## src/rtl/vvfeed_pkg.sv

```systemverilog
// -----------------------------------------------------------------------------
// vvfeed_pkg
// Shared types and constants for the vvtile serial feeder.
//   bank_state_t   : life cycle of one ping-pong bank
//   BANK_A/BANK_B  : bank identifiers; banks are filled and shifted in the
//                    strict order A, B, A, ...
//   other_bank()   : the bank that follows a given bank in that order
//   bank_accepts() : bank can take another input beat
//   bank_pending() : bank holds a closed vector not yet fully shifted out
// -----------------------------------------------------------------------------
package vvfeed_pkg;

   typedef enum logic [1:0] {
      BANK_FREE,
      BANK_FILL,
      BANK_READY,
      BANK_SHIFT
   } bank_state_t;

   localparam logic BANK_A     = 1'b0;
   localparam logic BANK_B     = 1'b1;
   localparam logic FIRST_BANK = BANK_A;

   function automatic logic other_bank(input logic bank);
      return (bank == BANK_A) ? BANK_B : BANK_A;
   endfunction

   function automatic logic bank_accepts(input bank_state_t s);
      return (s == BANK_FREE) || (s == BANK_FILL);
   endfunction

   function automatic logic bank_pending(input bank_state_t s);
      return (s == BANK_READY) || (s == BANK_SHIFT);
   endfunction

endpackage

```

## src/rtl/vvfeed_bank.sv

```systemverilog
// -----------------------------------------------------------------------------
// vvfeed_bank
// One ping-pong bank: BLOCK_COUNT words of RF_WIDTH bits plus a per-block
// written mask. Words are written one at a time through the load port and
// shifted out in parallel, one bit per lane per shift_en cycle.
// Ports:
//   clk, rst    : clock, synchronous active-high reset (clears the mask)
//   load_en     : write load_word into block load_idx and set its mask bit
//   load_idx    : block index of the word being written
//   load_word   : word to store
//   shift_en    : advance every block word by one bit
//   clear       : drop the mask once the vector has been fully shifted
//   head_bits   : bit currently at the shift-out end of each block word
//   mask        : blocks written since the bank was last cleared
// -----------------------------------------------------------------------------
module vvfeed_bank
   import vvfeed_pkg::*;
#(
   parameter int RF_WIDTH    = 16,
   parameter int BLOCK_COUNT = 4,
   parameter int LSB_FIRST   = 1,
   parameter int IDX_W       = $clog2(BLOCK_COUNT) + 1
) (
   input  logic                   clk,
   input  logic                   rst,
   input  logic                   load_en,
   input  logic [IDX_W-1:0]       load_idx,
   input  logic [RF_WIDTH-1:0]    load_word,
   input  logic                   shift_en,
   input  logic                   clear,
   output logic [BLOCK_COUNT-1:0] head_bits,
   output logic [BLOCK_COUNT-1:0] mask
);

   logic [RF_WIDTH-1:0]    words_q [BLOCK_COUNT];
   logic [RF_WIDTH-1:0]    words_d [BLOCK_COUNT];
   logic [BLOCK_COUNT-1:0] mask_q;
   logic [BLOCK_COUNT-1:0] mask_d;

   always_comb begin
      // NOTE: every output of this block is given a default before any
      // condition, so no path leaves a signal unassigned and no latch appears.
      words_d = words_q;
      mask_d  = mask_q;
      if (shift_en) begin
         for (int b = 0; b < BLOCK_COUNT; b++) begin
            words_d[b] = (LSB_FIRST != 0) ? (words_q[b] >> 1) : (words_q[b] << 1);
         end
      end
      if (clear) begin
         mask_d = '0;
      end
      // Load and shift/clear never target the same bank in one cycle: a bank
      // is loaded only while FREE/FILL and shifted only while READY/SHIFT.
      if (load_en) begin
         for (int b = 0; b < BLOCK_COUNT; b++) begin
            if (load_idx == IDX_W'(b)) begin
               words_d[b] = load_word;
               mask_d[b]  = 1'b1;
            end
         end
      end
   end

   always_comb begin
      head_bits = '0;
      for (int b = 0; b < BLOCK_COUNT; b++) begin
         head_bits[b] = (LSB_FIRST != 0) ? words_q[b][0] : words_q[b][RF_WIDTH-1];
      end
   end

   // NOTE: the word storage is deliberately not reset. Only the mask decides
   // what is visible downstream, so stale data in unwritten blocks is harmless
   // and the array stays a plain register file without a reset network.
   always_ff @(posedge clk) begin
      words_q <= words_d;
   end

   always_ff @(posedge clk) begin
      // NOTE: state registers use non-blocking assignments so every flop
      // samples its pre-edge value regardless of block ordering.
      if (rst) begin
         mask_q <= '0;
      end else begin
         mask_q <= mask_d;
      end
   end

   assign mask = mask_q;

endmodule

```

## src/rtl/vvtile_serial_feeder.sv

```systemverilog
// -----------------------------------------------------------------------------
// vvtile_serial_feeder
// Transmit end of the vvtile array's per-block serial input. Accepts one
// RF_WIDTH-bit word per block over valid/ready into a ping-pong pair of banks
// and shifts every block's word out bit-serially, all lanes in lockstep.
// While one bank shifts, the other fills.
// Ports:
//   clk, rst         : clock, synchronous active-high reset
//   in_word          : word for the next block index
//   in_valid         : in_word/in_last valid
//   in_last          : closes the current vector early (qualified by in_valid)
//   in_ready         : feeder accepts a beat this cycle
//   serialOut        : serial bit per block lane (registered)
//   serialOut_valid  : per-lane valid, set only for blocks written in the
//                      vector being shifted (registered)
//   busy             : any bank not FREE
//   dbg_clk_enable   : debug stepper; with DEBUG=1 all state holds while low
// -----------------------------------------------------------------------------
module vvtile_serial_feeder
   import vvfeed_pkg::*;
#(
   parameter int DEBUG       = 1,
   parameter int RF_WIDTH    = 16,
   parameter int BLOCK_COUNT = 4,
   parameter int LSB_FIRST   = 1
) (
   input  logic                   clk,
   input  logic                   rst,
   input  logic [RF_WIDTH-1:0]    in_word,
   input  logic                   in_valid,
   input  logic                   in_last,
   output logic                   in_ready,
   output logic [BLOCK_COUNT-1:0] serialOut,
   output logic [BLOCK_COUNT-1:0] serialOut_valid,
   output logic                   busy,
   input  logic                   dbg_clk_enable
);

   localparam int IDX_W = $clog2(BLOCK_COUNT) + 1;
   localparam int BIT_W = (RF_WIDTH > 1) ? $clog2(RF_WIDTH) : 1;
   localparam logic [IDX_W-1:0] LAST_IDX = IDX_W'(BLOCK_COUNT - 1);
   localparam logic [BIT_W-1:0] LAST_BIT = BIT_W'(RF_WIDTH - 1);

   // Registered state
   bank_state_t            state_q [2];
   bank_state_t            state_d [2];
   logic                   fill_ptr_q,  fill_ptr_d;
   logic                   shift_ptr_q, shift_ptr_d;
   logic [IDX_W-1:0]       wr_idx_q,    wr_idx_d;
   logic [BIT_W-1:0]       bit_cnt_q,   bit_cnt_d;
   logic [BLOCK_COUNT-1:0] serial_out_q,   serial_out_d;
   logic [BLOCK_COUNT-1:0] serial_valid_q, serial_valid_d;

   // Bank control and read-back
   logic [1:0]             load_en;
   logic [1:0]             shift_en;
   logic [1:0]             clear_en;
   logic [BLOCK_COUNT-1:0] head_bits [2];
   logic [BLOCK_COUNT-1:0] bank_mask [2];

   logic step_en;
   logic beat;
   logic closing;

   assign step_en = (DEBUG == 0) || dbg_clk_enable;

   // in_ready looks only at registered state, never at in_valid, so there is
   // no combinational path from the input handshake back to itself.
   assign in_ready = !rst && step_en && bank_accepts(state_q[fill_ptr_q]);
   assign beat     = in_valid && in_ready;
   assign closing  = (wr_idx_q == LAST_IDX) || in_last;
   assign busy     = (state_q[0] != BANK_FREE) || (state_q[1] != BANK_FREE);

   for (genvar g = 0; g < 2; g++) begin : g_bank
      vvfeed_bank #(
         .RF_WIDTH    (RF_WIDTH),
         .BLOCK_COUNT (BLOCK_COUNT),
         .LSB_FIRST   (LSB_FIRST),
         .IDX_W       (IDX_W)
      ) u_bank (
         .clk       (clk),
         .rst       (rst),
         .load_en   (load_en[g]),
         .load_idx  (wr_idx_q),
         .load_word (in_word),
         .shift_en  (shift_en[g]),
         .clear     (clear_en[g]),
         .head_bits (head_bits[g]),
         .mask      (bank_mask[g])
      );
   end

   always_comb begin
      state_d        = state_q;
      fill_ptr_d     = fill_ptr_q;
      shift_ptr_d    = shift_ptr_q;
      wr_idx_d       = wr_idx_q;
      bit_cnt_d      = bit_cnt_q;
      serial_out_d   = serial_out_q;
      serial_valid_d = serial_valid_q;
      load_en        = '0;
      shift_en       = '0;
      clear_en       = '0;

      if (step_en) begin
         // Shifter: shift_ptr always names the oldest bank, because fill and
         // shift both walk A,B,A,... A READY bank is picked up on the very
         // edge after it closes, and the bank after it follows with no bubble.
         if (bank_pending(state_q[shift_ptr_q])) begin
            serial_out_d            = head_bits[shift_ptr_q] & bank_mask[shift_ptr_q];
            serial_valid_d          = bank_mask[shift_ptr_q];
            shift_en[shift_ptr_q]   = 1'b1;
            if (bit_cnt_q == LAST_BIT) begin
               state_d[shift_ptr_q]  = BANK_FREE;
               clear_en[shift_ptr_q] = 1'b1;
               shift_ptr_d           = other_bank(shift_ptr_q);
               bit_cnt_d             = '0;
            end else begin
               state_d[shift_ptr_q]  = BANK_SHIFT;
               bit_cnt_d             = bit_cnt_q + 1'b1;
            end
         end else begin
            serial_out_d   = '0;
            serial_valid_d = '0;
         end

         // Fill side: the fill bank is FREE/FILL whenever a beat is accepted,
         // so it never collides with the bank the shifter is touching.
         if (beat) begin
            load_en[fill_ptr_q] = 1'b1;
            if (closing) begin
               state_d[fill_ptr_q] = BANK_READY;
               wr_idx_d            = '0;
               fill_ptr_d          = other_bank(fill_ptr_q);
            end else begin
               state_d[fill_ptr_q] = BANK_FILL;
               wr_idx_d            = wr_idx_q + 1'b1;
            end
         end
      end
   end

   // Reset takes priority over the debug stepper so an abort is always
   // immediate.
   always_ff @(posedge clk) begin
      if (rst) begin
         state_q[0]     <= BANK_FREE;
         state_q[1]     <= BANK_FREE;
         fill_ptr_q     <= FIRST_BANK;
         shift_ptr_q    <= FIRST_BANK;
         wr_idx_q       <= '0;
         bit_cnt_q      <= '0;
         serial_out_q   <= '0;
         serial_valid_q <= '0;
      end else begin
         state_q        <= state_d;
         fill_ptr_q     <= fill_ptr_d;
         shift_ptr_q    <= shift_ptr_d;
         wr_idx_q       <= wr_idx_d;
         bit_cnt_q      <= bit_cnt_d;
         serial_out_q   <= serial_out_d;
         serial_valid_q <= serial_valid_d;
      end
   end

   assign serialOut       = serial_out_q;
   assign serialOut_valid = serial_valid_q;

endmodule

```

## config.mk

```make
export PLATFORM = sky130hd
export DESIGN_NAME = vvtile_serial_feeder
export DESIGN_NICKNAME = d
export VERILOG_FILES = /design/src/rtl/vvfeed_pkg.sv /design/src/rtl/vvfeed_bank.sv /design/src/rtl/vvtile_serial_feeder.sv
export SDC_FILE = /design/constraint.sdc
export NUM_CORES = 1
export LEC_CHECK = 0
export CELL_PAD_IN_SITES_DETAIL_PLACEMENT = 0
export CELL_PAD_IN_SITES_GLOBAL_PLACEMENT = 2
export CORE_MARGIN = 2
export CORE_UTILIZATION = 45
export CTS_CLUSTER_DIAMETER = 150
export CTS_CLUSTER_SIZE = 12
export DETAILED_ROUTE_END_ITERATION = 6
export HOLD_SLACK_MARGIN = 0.06
export PLACE_DENSITY = 0.95
export REMOVE_ABC_BUFFERS = 1
export SYNTH_ARGS = -nofsm -noshare
export SYNTH_HDL_FRONTEND = slang
export SYNTH_SLANG_ARGS = --single-unit
```

## constraint.sdc

```tcl
create_clock -name clk -period 4.4 [get_ports clk]
set_input_delay 0.88 -clock clk [delete_from_list [all_inputs] [get_ports clk]]
set_output_delay 0.88 -clock clk [all_outputs]
set_load 0.03 [all_outputs]
```

== Word-level counts from Yosys, hierarchy flattened ==
Cells that the tools add are included.

* Register bits: 157
* Output and inout port bits: 10
* Word-level logic and storage cells: 129

* $add $sub $neg: 2
* Magnitude comparators: 8
* Eq/ne operators: 7
* Muxes and demuxes: 62
* Bitwise logic cells: 12
* Reduce and logical (&&, ||, !) cells: 20

{| class="wikitable"
|+ Operators with widths
! cell !! count
|-
| 64-bit 2-to-1 mux || 4
|-
| 16-bit 2-to-1 mux || 8
|-
| 4-bit 2-to-1 mux || 18
|-
| 2-bit 2-to-1 mux || 15
|-
| 1-bit 2-to-1 mux || 12
|-
| 4-bit AND || 2
|-
| 1-bit logical AND || 7
|-
| 3-bit by 2-bit == test with 1-bit output (second input constant) || 2
|-
| 3-bit AND reduction || 2
|-
| 4-bit by 1-bit adder with 4-bit output (second input constant) || 1
|-
| 2-bit AND || 2
|-
| 2-bit demux with 1-bit select || 2
|-
| 2-bit == test (second input constant) || 2
|-
| 4-bit == test (second input constant) || 1
|-
| 2-bit greater-or-equal comparator (second input constant) || 2
|-
| 1-bit logical OR || 4
|-
| 1-bit by 2-bit < comparator with 1-bit output (second input constant) || 2
|-
| 2-bit by 1-bit < comparator with 1-bit output (second input constant) || 2
|-
| 1-bit inverter with 2-bit output || 2
|-
| 2-bit inverter || 2
|-
| 4-bit inverter || 1
|-
| 2-bit bitwise OR || 2
|-
| 4-bit bitwise OR || 1
|-
| 2-bit AND reduction || 2
|-
| 10 further kinds || 13
|}

== Longest topological paths before layout ==
Gate-level depths: netlist of the first run.

* Depth after elaboration: 13
* Gate-level depth with buffers: 6
* Mapped depth without buffers: 5

== By module ==
A second synthesis of the first run with hierarchy kept.

* Cell total of the unflattened synthesis: 589
* Area, all modules: 7,173.1 um^2

{| class="wikitable"
|+ Modules (own cells, without submodules)
! module !! times used !! cells each !! area each (um^2) !! seq. area each (um^2)
|-
| vvfeed_bank || 2 || 226 || 3,011.6 || 1,361.3
|-
| vvtile_serial_feeder || 1 || 137 || 1,149.9 || 420.4
|}

== Worst setup path before layout of the first run ==
No wires, ideal clock.

* Kind: in2out
* Start point: input dbg_clk_enable
* End point: output in_ready
* Arrival time: 1.340 ns
* Data required time: 3.520 ns
* Slack: 2.180 ns
* Stages on the path: 2
* Buffers on the path: 0
* Cell sequence: nor2b_1 and2_1

* Word-level cells in the longest chain between the ends: 2

{| class="wikitable"
|+ Ends and longest elaborated chain
! element !! line !! RTL
|-
| from (decl) || vvtile_serial_feeder.sv:36 || <nowiki>input logic dbg_clk_enable</nowiki>
|-
| 1-bit logical AND (2 in series) || vvtile_serial_feeder.sv:69 || <nowiki>assign in_ready = !rst && step_en && bank_accepts(state_q[fill_ptr_q]);</nowiki>
|-
| to (decl) || vvtile_serial_feeder.sv:32 || <nowiki>output logic in_ready,</nowiki>
|}

No other way between the ends.

== Worst setup path after layout of the first run ==
Ends and elaborated chain as after synthesis.

==> impl_metrics.ini, run 1 <==
[cts]
cts_repair_resize_count = 0
cts.hold.buffers_added = 0
root_buffer = clkbuf_16
cts.reportedPaths.clkPinSlew_ns = 0.06
htreeDepth = 4
post-cts-setup-buffer-count = 0
num_cts_buffers = 17
tritoncts_num_sinks = 157
tritoncts = done
insertion_delay_ns = 0.41
clock_tree.buffer_depth = 2

[power]
clkPwrFrac = 0.429
power.share.switching = 0.210
leakagePower_uw = 0.00349
power.density_nw_per_um2 = 415
power.internal_uw = 2670
share_of_power_burned_in_registers = 0.478
vdd_drop_max_uv = 306
comb_power_share = 0.093
power.switching_uw = 707

[global_route]
grt_util_all_layers = 0.171
grt_most_used_layer = met2
grt_overflow = 0
met2_track_usage_gr = 0.303
grt_start_max_net_pins = 66
grt_util_met3 = 0.0353
grt.met1_usage = 0.203
grt_antenna_before_repair = 0
grt_first_pass_wirelength_um = 22300
vias_in_the_first_global_route = 4457

[sta]
setup_repair_after_global_routing_missed_its_margin = false
slew_headroom = 0.466
worst_slew_pin_slew_ns = 0.801
report.final.hold_viol_count = 0
final_min_period_over_clock_period = 0.755
final.setup_skew_ns = 0.00594
period_needed_ns = 3.32
final.setup.tns_ns = 0
fin_hold_ws_ns = 0.459
timing.final.max_slew_violations = 0
report.final.setup_viol = 0
max_freq_mhz = 301

[placement]
numPortBuffers = 30
postPlaceCellArea_sq_um = 7550
gp_congestion = 0.743
half_perimeter_wire_length_after_detailed_placement_um = 8820

[logic_synthesis]
post_synth_mux_area_share = 0.401
yosys.area.top_type_share = 0.440
avgSynthCellArea_sq_um = 12.2
yosys.area_share.simple = 0.0661
synth_area_leaders = dfxtp_1 (44%), mux2_2 (39%), mux2i_1 (1.4%), a21oi_1 (1.2%), buf_6 (1.1%)
synth_seq_cells = 157
synth.lib_cells_used.distinct = 44
synth_xor_area_frac = 0
gate_count_after_technology_mapping = 586
post_synthesis_compound_gate_area_fraction = 0.0458
synthesis.yosys.warnings = 0
dominant_combinational_cell_family_by_area_after_synthesis = multiplexers
syn_area_sq_um = 7140
synthAdderAreaFrac = 0.0105
synth.largest_area_cell = dfxtp_1
synth.yosys.seq_area_share = 0.440

[finish]
layout.filler_cells = 1384
num-nets-final = 631
final_layout_size_suffix_gt1_frac = 0.471
design_area_sq_um = 8130
num_antenna_cells = 0
area.growth.synth_to_final_pct = 13.9

[floorplanning]
floorplan.initialDensity = 0.454
top_level_ports = 31
core_area_sq_um = 15700
die_h_um = 130
fp-row-count = 46
die-area_sq_um = 16900
floorplan.die.width_um = 130

[worst_setup_path]
crit_type = input pin to output pin
crit_path_start_kind = input pin
timing.critical_path.fanout_max = 3
setup.worst_path.end_class = output pin
cp_data_arrival_time_ns = 2.44
worst_r2r_path_depth = 4
required_time_of_the_worst_setup_path_ns = 3.52

[detailed_routing]
route.final.wire_length_um = 13600
routed-via-count = 4411
drt_wl_cell_um = 16.3
antenna_violating_nets_post_route = 0
detail_route.iter0.violations = 224
remaining_drc_errors = 0
drt_pass1_iterations = 4
post_drt_via_cell_ratio = 5.30

[min_path]
timing.hold.worst.class = flip-flop to flip-flop
hold_path_depth = 2

[run]
cap_viol_max_count = 0

[run_status]
status = finished clean
-- power by group through the flow --
stage	combinational [uW]	sequential, uW	clock, uW
after detailed placement	314	1640	0
after floorplan	231	1620	0
after CTS	318	1610	1480
after global placement	298	1640	0
final	314	1610	1450
after global routing	345	1630	1540
-- cell usage after synthesis (all sizes together) --
cell type  instances
or2                1
and2b              3
nand3b             1
nand2b             1
mux2i             10
a31o               1
o211ai             6
nor3               9
a311o              3
a21bo              1
nor2b              3
and3b              5
and4bb             1
o21bai             1
o21ai             12
nand4              2
and3               6
inv                9
a32o               1
and2               1
buf               26
o31ai              2
and4               1
ha                 6
a221oi             1
clkbuf            10
nand3             11
nand2             15
a21oi             17
a211o              1
nor2              10
or4                2
a221o              1
dfxtp            157
nor3b              1
mux2             245
a311oi             2
a41o               1
-- area by class of cell --
type / count / area [sq um] / area share
Clock buffer: 23 / 468 / 0.0576
Clock inverter: 8 / 115 / 0.0142
Inverter: 9 / 33.8 / 0.00416
Multi-Input combinational cell: 384 / 3740 / 0.460
Sequential cell: 157 / 3140 / 0.387
Tap cell: 216 / 270 / 0.0332
Timing Repair Buffer: 35 / 363 / 0.0446
-- final timing paths --
| kind | from | to | slack [ns] |
|---|---|---|---|
| max | dbg_clk_enable | in_ready | 1.08 |
| min | serialOut[3]$_SDFFE_PP0P_ | serialOut[3]$_SDFFE_PP0P_ | 0.46 |
| max reg2reg | state_q[1]$_SDFFE_PP0P_ | g_bank[1].u_bank.words_q[9]$_DFF_P_ | 1.99 |
| min reg2reg | serialOut[3]$_SDFFE_PP0P_ | serialOut[3]$_SDFFE_PP0P_ | 0.46 |
-- cell usage in the layout, fill, tap and decap left out, types with 3 or more instances in the layout --
master,count
bufinv_16,3
mux2i_1,10
nor3_1,9
clkinv_2,5
ha_1,6
o211ai_1,6
and3b_1,5
a311o_1,3
inv_1,9
buf_4,3
nand3_4,4
mux2_2,245
dfxtp_1,157
and2b_1,3
and3_1,6
clkbuf_16,17
o21ai_0,12
clkdlybuf4s50_1,30
nand3_2,5
nor2b_1,3
clkbuf_1,4
nor2_1,9
a21oi_1,17
nand2_1,15
-- kinds of logic (layout without fill, tap and decap cells) --
logic type	Yosys count	in the layout
AOI/OAI and AO/OA	50	50
adders and majority gates	6	6
muxes	255	255
buffers and inverters	45	75
DFF	157	157
and+or+nand+nor	73	73
-- critical path, stage by stage --
cell	delay [ns]
clkdlybuf4s50_1	0.53
nor2b_1	0.22
and2_1	0.15
clkdlybuf4s50_1	0.66
-- per-layer routing --
metal | share of wire | vias up
li1 | - | 2193
met1 | 0.44 | 2144
met2 | 0.52 | 57
met3 | 0.025 | 17
met4 | 0.016 | 0
met5 | 0 | -
-- flip-flops by register name (all words and copies together), names as in the netlist --
signal,cells
bit_cnt_q,4
fill_ptr_q,1
g_bank.u_bank.head_bits,8
g_bank.u_bank.mask,8
g_bank.u_bank.words_q,120
serialOut,4
serialOut_valid,4
shift_ptr_q,1
state_q,4
wr_idx_q,3
-- metrics by stage --
stage | cells | utilization | setup slack (ns) | total power [uW]
after floorplan | 550 | - | 0.948 | 1850
after global placement | 801 | 0.480 | 1.10 | 1930
after detailed placement | 801 | 0.480 | 1.08 | 1960
after CTS | 832 | 0.517 | 1.07 | 3410
after global routing | 832 | 0.517 | 0.910 | 3520
final | 832 | 0.517 | 1.08 | 3370
No activity file was read; power rests on OpenSTA's default activity.
==> run 2: changes to the inputs <==
--- a/config.mk
+++ b/config.mk
@@ -8,12 +8,12 @@
 export CELL_PAD_IN_SITES_DETAIL_PLACEMENT = 0
 export CELL_PAD_IN_SITES_GLOBAL_PLACEMENT = 2
 export CORE_MARGIN = 2
-export CORE_UTILIZATION = 45
+export CORE_UTILIZATION = 42
 export CTS_CLUSTER_DIAMETER = 150
 export CTS_CLUSTER_SIZE = 12
 export DETAILED_ROUTE_END_ITERATION = 6
 export HOLD_SLACK_MARGIN = 0.06
-export PLACE_DENSITY = 0.95
+export PLACE_DENSITY = 0.9
 export REMOVE_ABC_BUFFERS = 1
 export SYNTH_ARGS = -nofsm -noshare
 export SYNTH_HDL_FRONTEND = slang
==> constraint.sdc (replaced) <==
create_clock -name clk -period 3.34 [get_ports clk]
set_input_delay 0.668 -clock clk [delete_from_list [all_inputs] [get_ports clk]]
set_output_delay 0.668 -clock clk [all_outputs]
set_load 0.03 [all_outputs]
==> run 2 against run 1 <==
  * Setup slack worse by 0.55 ns
  * Utilization fell by 2.2 points
  * Clock power grew 32%
==> impl_metrics.ini, run 2 (same netlist as run 1, synthesis figures left out) <==
[sta]
final.setup.tns_ns = 0
final.setup_skew_ns = 0.00765
slew_headroom = 0.604
period_needed_ns = 2.81
setup_repair_after_global_routing_missed_its_margin = false
final_min_period_over_clock_period = 0.841
worst_slew_pin_slew_ns = 0.593
timing.final.max_slew_violations = 0
report.final.hold_viol_count = 0
report.final.setup_viol = 0
max_freq_mhz = 356

[detailed_routing]
drt_wl_cell_um = 16.4
route.final.wire_length_um = 13900
drt_pass1_iterations = 4
detail_route.iter0.violations = 245
post_drt_via_cell_ratio = 5.22
routed-via-count = 4407
remaining_drc_errors = 0
antenna_violating_nets_post_route = 0

[global_route]
vias_in_the_first_global_route = 4634
grt_overflow = 0
grt_start_max_net_pins = 66
grt_antenna_before_repair = 0
grt_first_pass_wirelength_um = 23000
grt_util_all_layers = 0.163

[floorplanning]
die-area_sq_um = 18100
top_level_ports = 31
fp-row-count = 47
die_h_um = 134
floorplan.die.width_um = 134
floorplan.initialDensity = 0.430
core_area_sq_um = 16600

[run]
cap_viol_max_count = 0

[finish]
core_occupancy_in_the_finished_layout = 0.496
area.growth.synth_to_final_pct = 15.1
num_antenna_cells = 0
layout.cells.most_common_list = mux2_2 (245), dfxtp_1 (157), clkdlybuf4s50_1 (29)
layout.filler_cells = 1516
largest_register_ffs = 120
layout.cells.most_common = mux2_2
largest-register = g_bank.u_bank.words_q
num-nets-final = 638
final_layout_size_suffix_gt1_frac = 0.484

[worst_setup_path]
crit_type = input pin to output pin
timing.critical_path.fanout_max = 11
worst_setup_path_startpoint = dbg_clk_enable
crit_path_start_kind = input pin
worst_r2r_path_depth = 4
worstReg2RegStart = fill_ptr_q$_SDFFE_PP0P_
required_time_of_the_worst_setup_path_ns = 2.67
cp_data_arrival_time_ns = 2.14
setup.worst_path.end_class = output pin

[placement]
numPortBuffers = 30
half_perimeter_wire_length_after_detailed_placement_um = 9050
gp_congestion = 0.760

[cts]
post-cts-setup-buffer-count = 0
insertion_delay_ns = 0.42
num_cts_buffers = 17
tritoncts = done
clock_tree.buffer_depth = 2
tritoncts_num_sinks = 157
cts.reportedPaths.clkPinSlew_ns = 0.06
root_buffer = clkbuf_16
htreeDepth = 4
cts.hold.buffers_added = 0
cts_repair_resize_count = 0

[power]
vdd_drop_max_uv = 386
leakagePower_uw = 0.00353
power.density_nw_per_um2 = 544

[run_status]
status = finished clean

[min_path]
worst_hold_startpoint = g_bank[1].u_bank.words_q[31]$_DFF_P_
timing.hold.worst.class = flip-flop to flip-flop
hold_path_depth = 2
## run 2: power breakdown
part           total (uW)  leakage (uW)  switching, uW  internal, uW
Clock                1920      0.000291            756          1170
Combinational         418       0.00196            150           268
Sequential           2130       0.00128           84.3          2040
## run 2: final timing paths
kind	endpoint	slack [ns]
setup / recovery	in_ready	0.53
hold reg to reg	g_bank[1].u_bank.words_q[31]$_DFF_P_	0.46
setup reg to reg	g_bank[0].u_bank.words_q[14]$_DFF_P_	1.49
hold / removal	g_bank[1].u_bank.words_q[31]$_DFF_P_	0.46
## run 2: layout make-up
| cell class | instances | area [sq um] | share of cell area |
|---|---|---|---|
| Clock buffer | 21 | 470 | 0.0572 |
| Sequential cell | 157 | 3140 | 0.382 |
| Inverter | 9 | 33.8 | 0.00411 |
| Clock inverter | 11 | 133 | 0.0161 |
| Timing Repair Buffer | 42 | 425 | 0.0518 |
| Tap cell | 220 | 275 | 0.0335 |
| Multi-Input combinational cell | 384 | 3740 | 0.455 |
## run 2: worst max-delay path, stage by stage
cell and delay, ns:
clkdlybuf4s50_1 0.74, buf_4 0.22, nor2b_1 0.19, and2_1 0.16, buf_4 0.15
## run 2: metrics by stage
step | cell area (sq um) | setup slack [ns] | hold slack, ns | instances | power (uW)
finish | 8220 | 0.531 | 0.461 | 844 | 4470
global route | 8220 | 0.437 | 0.485 | 844 | 4690
CTS | 8220 | 0.543 | 0.462 | 844 | 4530
detailed placement | 7610 | 0.527 | 0.453 | 812 | 2590
global placement | 7610 | 0.528 | 0.443 | 812 | 2560
floorplan | 6910 | 0.0256 | 0.436 | 550 | 2440
## run 2: per-layer routing
layer  global-route usage  vias up  routed length (um)
met5                    0        -                   0
met4               0.0520        0                 146
met3               0.0408       15                 366
met2                0.289       46                7010
met1                0.192     2137                6330
li1                     -     2209                   -
